==> src/rtl/au_pkg.sv <==
// Shared constants and types for the au_32b arithmetic unit.
// Optional build macro AU_OVF_EN (used by au_32b) adds a signed-overflow output.
package au_pkg;

  localparam int unsigned AU_WIDTH = 32;
  localparam int unsigned AU_ITERS = AU_WIDTH;

  typedef enum logic [1:0] {
    OP_ADD = 2'b00,
    OP_SUB = 2'b01,
    OP_MUL = 2'b10,
    OP_DIV = 2'b11
  } alu_op_e;

  typedef enum logic [0:0] {
    IDLE = 1'b0,
    BUSY = 1'b1
  } au_state_e;

endpackage

==> src/rtl/au_muldiv_seq.sv <==
// Iterative unsigned multiply (shift-add) / divide (restoring), one step per clock,
// results landing in MIPS-style hi/lo registers.
module au_muldiv_seq
  import au_pkg::*;
#(
  parameter int unsigned WIDTH = AU_WIDTH
) (
  input  logic             clk,
  input  logic             rst_n,
  input  logic             start,
  input  logic             op_div,
  input  logic [WIDTH-1:0] a,
  input  logic [WIDTH-1:0] b,
  output logic [WIDTH-1:0] hi,
  output logic [WIDTH-1:0] lo
);

  localparam int unsigned ITERS = WIDTH;
  localparam int unsigned CNT_W = (ITERS > 1) ? $clog2(ITERS) : 1;

  localparam logic [0:0] S_IDLE = 1'(IDLE);
  localparam logic [0:0] S_BUSY = 1'(BUSY);

  logic [0:0]       state_q, state_d;
  logic [CNT_W-1:0] cnt_q, cnt_d;
  logic             is_div_q, is_div_d;
  logic [WIDTH-1:0] opnd_q, opnd_d;
  logic [WIDTH-1:0] work_hi_q, work_hi_d;
  logic [WIDTH-1:0] work_lo_q, work_lo_d;
  logic [WIDTH-1:0] hi_d, lo_d;

  logic [WIDTH:0]   mul_sum;
  logic [WIDTH:0]   div_shift;
  logic             div_ge;
  logic [WIDTH-1:0] div_diff;
  logic [WIDTH-1:0] step_hi, step_lo;

  // One iteration: work regs hold {partial product, multiplier} or {remainder, quotient}.
  always_comb begin
    mul_sum   = {1'b0, work_hi_q} + (work_lo_q[0] ? {1'b0, opnd_q} : '0);
    div_shift = {work_hi_q, work_lo_q[WIDTH-1]};
    div_ge    = (div_shift >= {1'b0, opnd_q});
    div_diff  = div_shift[WIDTH-1:0] - opnd_q;
    if (is_div_q) begin
      step_hi = div_ge ? div_diff : div_shift[WIDTH-1:0];
      step_lo = {work_lo_q[WIDTH-2:0], div_ge};
    end else begin
      step_hi = mul_sum[WIDTH:1];
      step_lo = {mul_sum[0], work_lo_q[WIDTH-1:1]};
    end
  end

  // Next-state and datapath update.
  always_comb begin
    state_d   = state_q;
    cnt_d     = cnt_q;
    is_div_d  = is_div_q;
    opnd_d    = opnd_q;
    work_hi_d = work_hi_q;
    work_lo_d = work_lo_q;
    hi_d      = hi;
    lo_d      = lo;
    case (state_q)
      S_IDLE: begin
        if (start) begin
          state_d   = S_BUSY;
          cnt_d     = '0;
          is_div_d  = op_div;
          opnd_d    = op_div ? b : a;
          work_hi_d = '0;
          work_lo_d = op_div ? a : b;
        end
      end
      S_BUSY: begin
        cnt_d     = cnt_q + CNT_W'(1);
        work_hi_d = step_hi;
        work_lo_d = step_lo;
        if (cnt_q == CNT_W'(ITERS - 1)) begin
          state_d = S_IDLE;
          hi_d    = step_hi;
          lo_d    = step_lo;
        end
      end
      default: state_d = S_IDLE;
    endcase
  end

  always_ff @(posedge clk) begin
    if (!rst_n) begin
      state_q   <= S_IDLE;
      cnt_q     <= '0;
      is_div_q  <= 1'b0;
      opnd_q    <= '0;
      work_hi_q <= '0;
      work_lo_q <= '0;
      hi        <= '0;
      lo        <= '0;
    end else begin
      state_q   <= state_d;
      cnt_q     <= cnt_d;
      is_div_q  <= is_div_d;
      opnd_q    <= opnd_d;
      work_hi_q <= work_hi_d;
      work_lo_q <= work_lo_d;
      hi        <= hi_d;
      lo        <= lo_d;
    end
  end

endmodule

==> src/rtl/au_32b.sv <==
// Execute-stage arithmetic unit: combinational add/sub plus sequential mul/div into hi/lo.
// Define AU_OVF_EN to add the combinational signed-overflow output ovf.
module au_32b
  import au_pkg::*;
#(
  parameter int unsigned WIDTH = AU_WIDTH
) (
  input  logic             clk,
  input  logic             rst_n,
  input  logic [WIDTH-1:0] a,
  input  logic [WIDTH-1:0] b,
  input  logic [1:0]       ALUop,
  output logic [WIDTH-1:0] s,
  output logic [WIDTH-1:0] hi,
  output logic [WIDTH-1:0] lo,
  output logic             zero
`ifdef AU_OVF_EN
  ,
  output logic             ovf
`endif
);

  au_muldiv_seq #(.WIDTH(WIDTH)) u_muldiv (
    .clk    (clk),
    .rst_n  (rst_n),
    .start  (ALUop[1]),
    .op_div (ALUop[0]),
    .a      (a),
    .b      (b),
    .hi     (hi),
    .lo     (lo)
  );

  // Add/sub result; mul/div report through hi/lo so s reads zero.
  always_comb begin
    s = '0;
    case (ALUop)
      OP_ADD:  s = a + b;
      OP_SUB:  s = a - b;
      default: s = '0;
    endcase
  end

  always_comb begin
    zero = 1'b0;
    if (ALUop[1]) zero = (hi == '0) && (lo == '0);
    else          zero = (s == '0);
  end

`ifdef AU_OVF_EN
  always_comb begin
    ovf = 1'b0;
    case (ALUop)
      OP_ADD:  ovf = (a[WIDTH-1] == b[WIDTH-1]) && (s[WIDTH-1] != a[WIDTH-1]);
      OP_SUB:  ovf = (a[WIDTH-1] != b[WIDTH-1]) && (s[WIDTH-1] != a[WIDTH-1]);
      default: ovf = 1'b0;
    endcase
  end
`endif

endmodule

==> config.mk <==
export PLATFORM = sky130hd
export DESIGN_NAME = au_32b
export DESIGN_NICKNAME = d
export VERILOG_FILES = /design/src/rtl/au_pkg.sv /design/src/rtl/au_muldiv_seq.sv /design/src/rtl/au_32b.sv
export SDC_FILE = /design/constraint.sdc
export NUM_CORES = 1
export LEC_CHECK = 0
export ABC_AREA = 1
export BUFFER_PORTS_ARGS = -buffer_cell sky130_fd_sc_hd__buf_2
export CORE_MARGIN = 5
export CORE_UTILIZATION = 33
export CTS_CLUSTER_DIAMETER = 30
export DETAILED_ROUTE_END_ITERATION = 8
export PLACE_DENSITY = 0.48
export SYNTH_ARGS = -nofsm -noshare
export SYNTH_HDL_FRONTEND = slang
export SYNTH_SLANG_ARGS = --single-unit
==> constraint.sdc <==
create_clock -name clk -period 4.6 [get_ports clk]
set_input_delay 0.69 -clock clk [delete_from_list [all_inputs] [get_ports clk]]
set_output_delay 0.69 -clock clk [all_outputs]
set_load 0.05 [all_outputs]
==> flow_metrics.env <==
export IMPL_fp_dieW_um=227.2
export IMPL_hold_depth=2
export IMPL_syn_inst=2606
export IMPL_crit_chain="buf_6 -> inv_4 -> ha_4 -> nand4_1 -> nor2_2 -> nand4_1 -> nand3b_1 -> o21ai_2 -> o21ai_0 -> xnor2_1 -> ha_1 -> nand2_1 -> nor3_1 -> nor3b_2 -> nand2_2 -> nand2_2 -> nand2_2 -> nand3_2 -> nand2_2 -> nor2_2 -> nand3_1 -> nand2_1 -> buf_6"
export IMPL_slew_limit_headroom=0.2832
export IMPL_overflow=0
export IMPL_top_usage_layer="met2"
export IMPL_vdd_ir_drop_max_mv=0.2417
export IMPL_finalCritPeriodShare=0.9892
export IMPL_p_leak_nw=9.749
export IMPL_dp_hpwl_um=59010
export IMPL_maxCapViolCount=0
export IMPL_powerDensity_nw_per_um2=275.9
export IMPL_fp_dieH_um=227.2
export IMPL_gp_congestion=0.9903
export IMPL_cp_max_fo=4
export IMPL_vias=18240
export IMPL_clk_latency_ns=0.48
export IMPL_r2r_end="u_muldiv.hi[10]"
export IMPL_grt_use_met1=0.3365
export IMPL_avgSynthCellArea_um2=5.975
export IMPL_grt_util_met2=0.4740
export IMPL_wl_um=71520
export IMPL_holdBufCountCts=0
export IMPL_cpMaxStageDelayCell="ha_1"
export IMPL_fin_hold_ws_ns=0.4767
export IMPL_synthArstFlopShare=0
export IMPL_place_worst_setup_slack_ns=-0.3037
export IMPL_synthTopCellsByArea="dfxtp_1 (21%), nand2_1 (16%), inv_1 (10%), ha_1 (7.9%), a21oi_1 (6.3%)"
export IMPL_status="finished clean"
export IMPL_reg2reg_from="u_muldiv.work_lo_q[31]"
export IMPL_min_delay_start="u_muldiv.hi[16]"
export IMPL_regToRegSetupSlack_ns=1.15
export IMPL_cp_arrival_ns=3.86
export IMPL_intPower_w=0.003017
export IMPL_synth_nets=2775
export IMPL_cts_tree="built"
export IMPL_setup_ws_ns=0.04948
export IMPL_cts_inserted_buffers=17
export IMPL_final_hold_viol_count=0
export IMPL_dieArea_um2=51630
export IMPL_antenna_found_initial=1
export IMPL_clock_fmax_ghz=0.2198
export IMPL_crit_top_cell="nand2_2"
export IMPL_start_kind="primary input"
export IMPL_rsz0062_at_grt="true"
export IMPL_syn_to_final_growth_pct=24.35
export IMPL_drt_iter0_drc=1463
export IMPL_crit_path_max_incr_delay_ns=0.36
export IMPL_grt_pass1_vias=17690
export IMPL_initial_core_util=0.3338
export IMPL_ys_warnings_count=0
export IMPL_num_antenna_cells=0
export IMPL_p_total_w=0.005342
export IMPL_reg2reg_depth=11
export IMPL_synthFlopType="dfxtp_1"
export IMPL_grt_use_met3=0.03714
export IMPL_setup_viol=0
export IMPL_worst_path_buf_inv=3
export IMPL_finalCriticalPeriod_ns=4.551
export IMPL_ant_nets=0
export IMPL_hold_class="reg2reg"
export IMPL_cts_sinks=167
export IMPL_ys_seq_area_frac=0.2147
export IMPL_worstMarginPinSlew_ns=1.074
export IMPL_pin_count=165
export IMPL_fin_tns_setup_ns=0
export IMPL_p_comb_frac=0.430
export IMPL_fill_cells=5138
export IMPL_cts_root_buf="clkbuf_16"
export IMPL_synth_ff_latch_count=167
export IMPL_grt_total_usage=0.2706
export IMPL_wl_per_cell_um=20.50
export IMPL_core_area_um2=46650
export IMPL_path_clk_slew_ns=0.07
export IMPL_port_buffers=164
export IMPL_critPathCaptureType="primary output"
export IMPL_required_ns=3.91
export IMPL_critPathKind="in2out"
export IMPL_synth_edf_count=0
export IMPL_slew_viol_final=0
export IMPL_swShare=0.4353
export IMPL_finish_utilization=0.4150
export IMPL_fin_skew_ns=0.01494
export IMPL_vias_per_cell=5.228
export IMPL_netlist_area_leader_share=0.2147
export IMPL_finalNetCount=3038
export IMPL_cts_path_max_buffers=2
export IMPL_netlist_area_um2=15570
export IMPL_ys_types=48
export IMPL_firstDrtPassIters=6
export IMPL_layout_drive_gt1_share=0.1960
export IMPL_crit_family="simple AND/OR/NAND/NOR gates"
export IMPL_grt_pass1_wl_um=106200
export IMPL_cts_max_level=4
export IMPL_synth_top_cell_by_area="dfxtp_1"
export IMPL_drcViolationCount=0
export IMPL_grt_start_max_net_pins=92
export IMPL_row_count=79
export IMPL_clkPwrFrac=0.278
export IMPL_seq_power_share=0.291
export IMPL_power_switching_w=0.002325
export IMPL_holdPathEnd="u_muldiv.hi[16]"
[cells in the final DEF (no fill, tap or decap), drive strengths merged, types with 20 or more instances in the layout]
master,count
dfxtp,167
nor2,214
o21ai,177
nand2,688
xor2,28
xnor2,20
nor3,23
mux2i,39
nand3b,22
a21oi,203
inv,430
ha,98
nand3,205
buf,333
o22ai,32
nand4,86
[stage by stage]
step,instance area (um^2),std cells
detailed placement,17960,3442
global placement,17960,3442
floorplan,15570,2606
CTS,18930,3480
global route,19360,3489
finish,19360,3489
[worst max-delay path by stage]
stage                     cells after the start  startpoint  endpoint
final                                        23        b[1]      zero
after global routing                         26        b[1]      zero
after CTS                                    28        b[4]      zero
after detailed placement                     24        b[0]      zero
after global placement                       21        b[0]      zero
after floorplan                              22    ALUop[0]      zero
[worst min-delay path, delay by kind of cell, from the launching register on]
family           cells  cell delay [ns]
DFF                  1             0.33
and+or+nand+nor      2             0.11
[flip-flops by register name, summed over array words and instances (netlist names)]
signal,cells
u_muldiv.hi,32
u_muldiv.state_q,1
u_muldiv.is_div_q,1
u_muldiv.lo,32
u_muldiv.cnt_q,5
u_muldiv.opnd_q,32
u_muldiv.work_hi_q,32
u_muldiv.work_lo_q,32
[cell usage after synthesis (13+ instances only)]
library cell	n
nand3b_1	22
o21ai_0	150
xnor2_1	20
o21ai_1	26
clkbuf_1	62
nor4_1	17
o221ai_1	18
mux2i_1	39
o22ai_1	32
a21oi_1	195
nand4_1	86
nor2_1	208
nand3_1	192
dfxtp_1	167
nor3_1	21
inv_1	416
nand3_2	13
ha_1	98
nand2_1	674
xor2_1	28
[per-layer routing]
layer  wire [um]  vias up
met5           0        -
met4        3006        0
met3        3223      119
met2       34920      525
met1       30370     8500
li1            -     9095
[timing repair]
item | in CTS | in global routing
resized for setup | 98 | 103
pin swaps | 49 | 59
setup buffers | 6 | 9
endpoints found under the setup margin | 8 | 11
[logic make-up (layout without fill, tap and decap cells)]
kind of cell	Yosys count	in the layout	synth area share
AO/OA/AOI/OAI	472	472	0.1671
XOR/XNOR	48	48	0.02700
adder cells (fa/ha/maj)	101	101	0.08260
buffers and inverters	511	787	0.1256
flip-flops	167	167	0.2147
multiplexers	39	39	0.02507
AND/OR/NAND/NOR	1268	1268	0.3580
[final cells by class]
class | instances | area [um^2] | share of cell area
repair buffers | 334 | 2170 | 0.1121
clock buffers | 18 | 439.2 | 0.02268
flip-flops and latches | 167 | 3348 | 0.1729
clock inverters | 14 | 145.1 | 0.007496
inverters | 421 | 1585 | 0.08187
multi-input cells | 1928 | 10920 | 0.5638
well taps | 607 | 759.5 | 0.03922
[power by group through the flow]
stage | logic [W] | registers (W) | clock network, W
floorplan | 0.00137 | 0.00156 | 0
global placement | 0.00213 | 0.00159 | 0
detailed placement | 0.00212 | 0.00159 | 0
CTS | 0.00220 | 0.00156 | 0.00152
global route | 0.00251 | 0.00156 | 0.00157
finish | 0.00230 | 0.00156 | 0.00149
(Power assumes the default switching activity.)
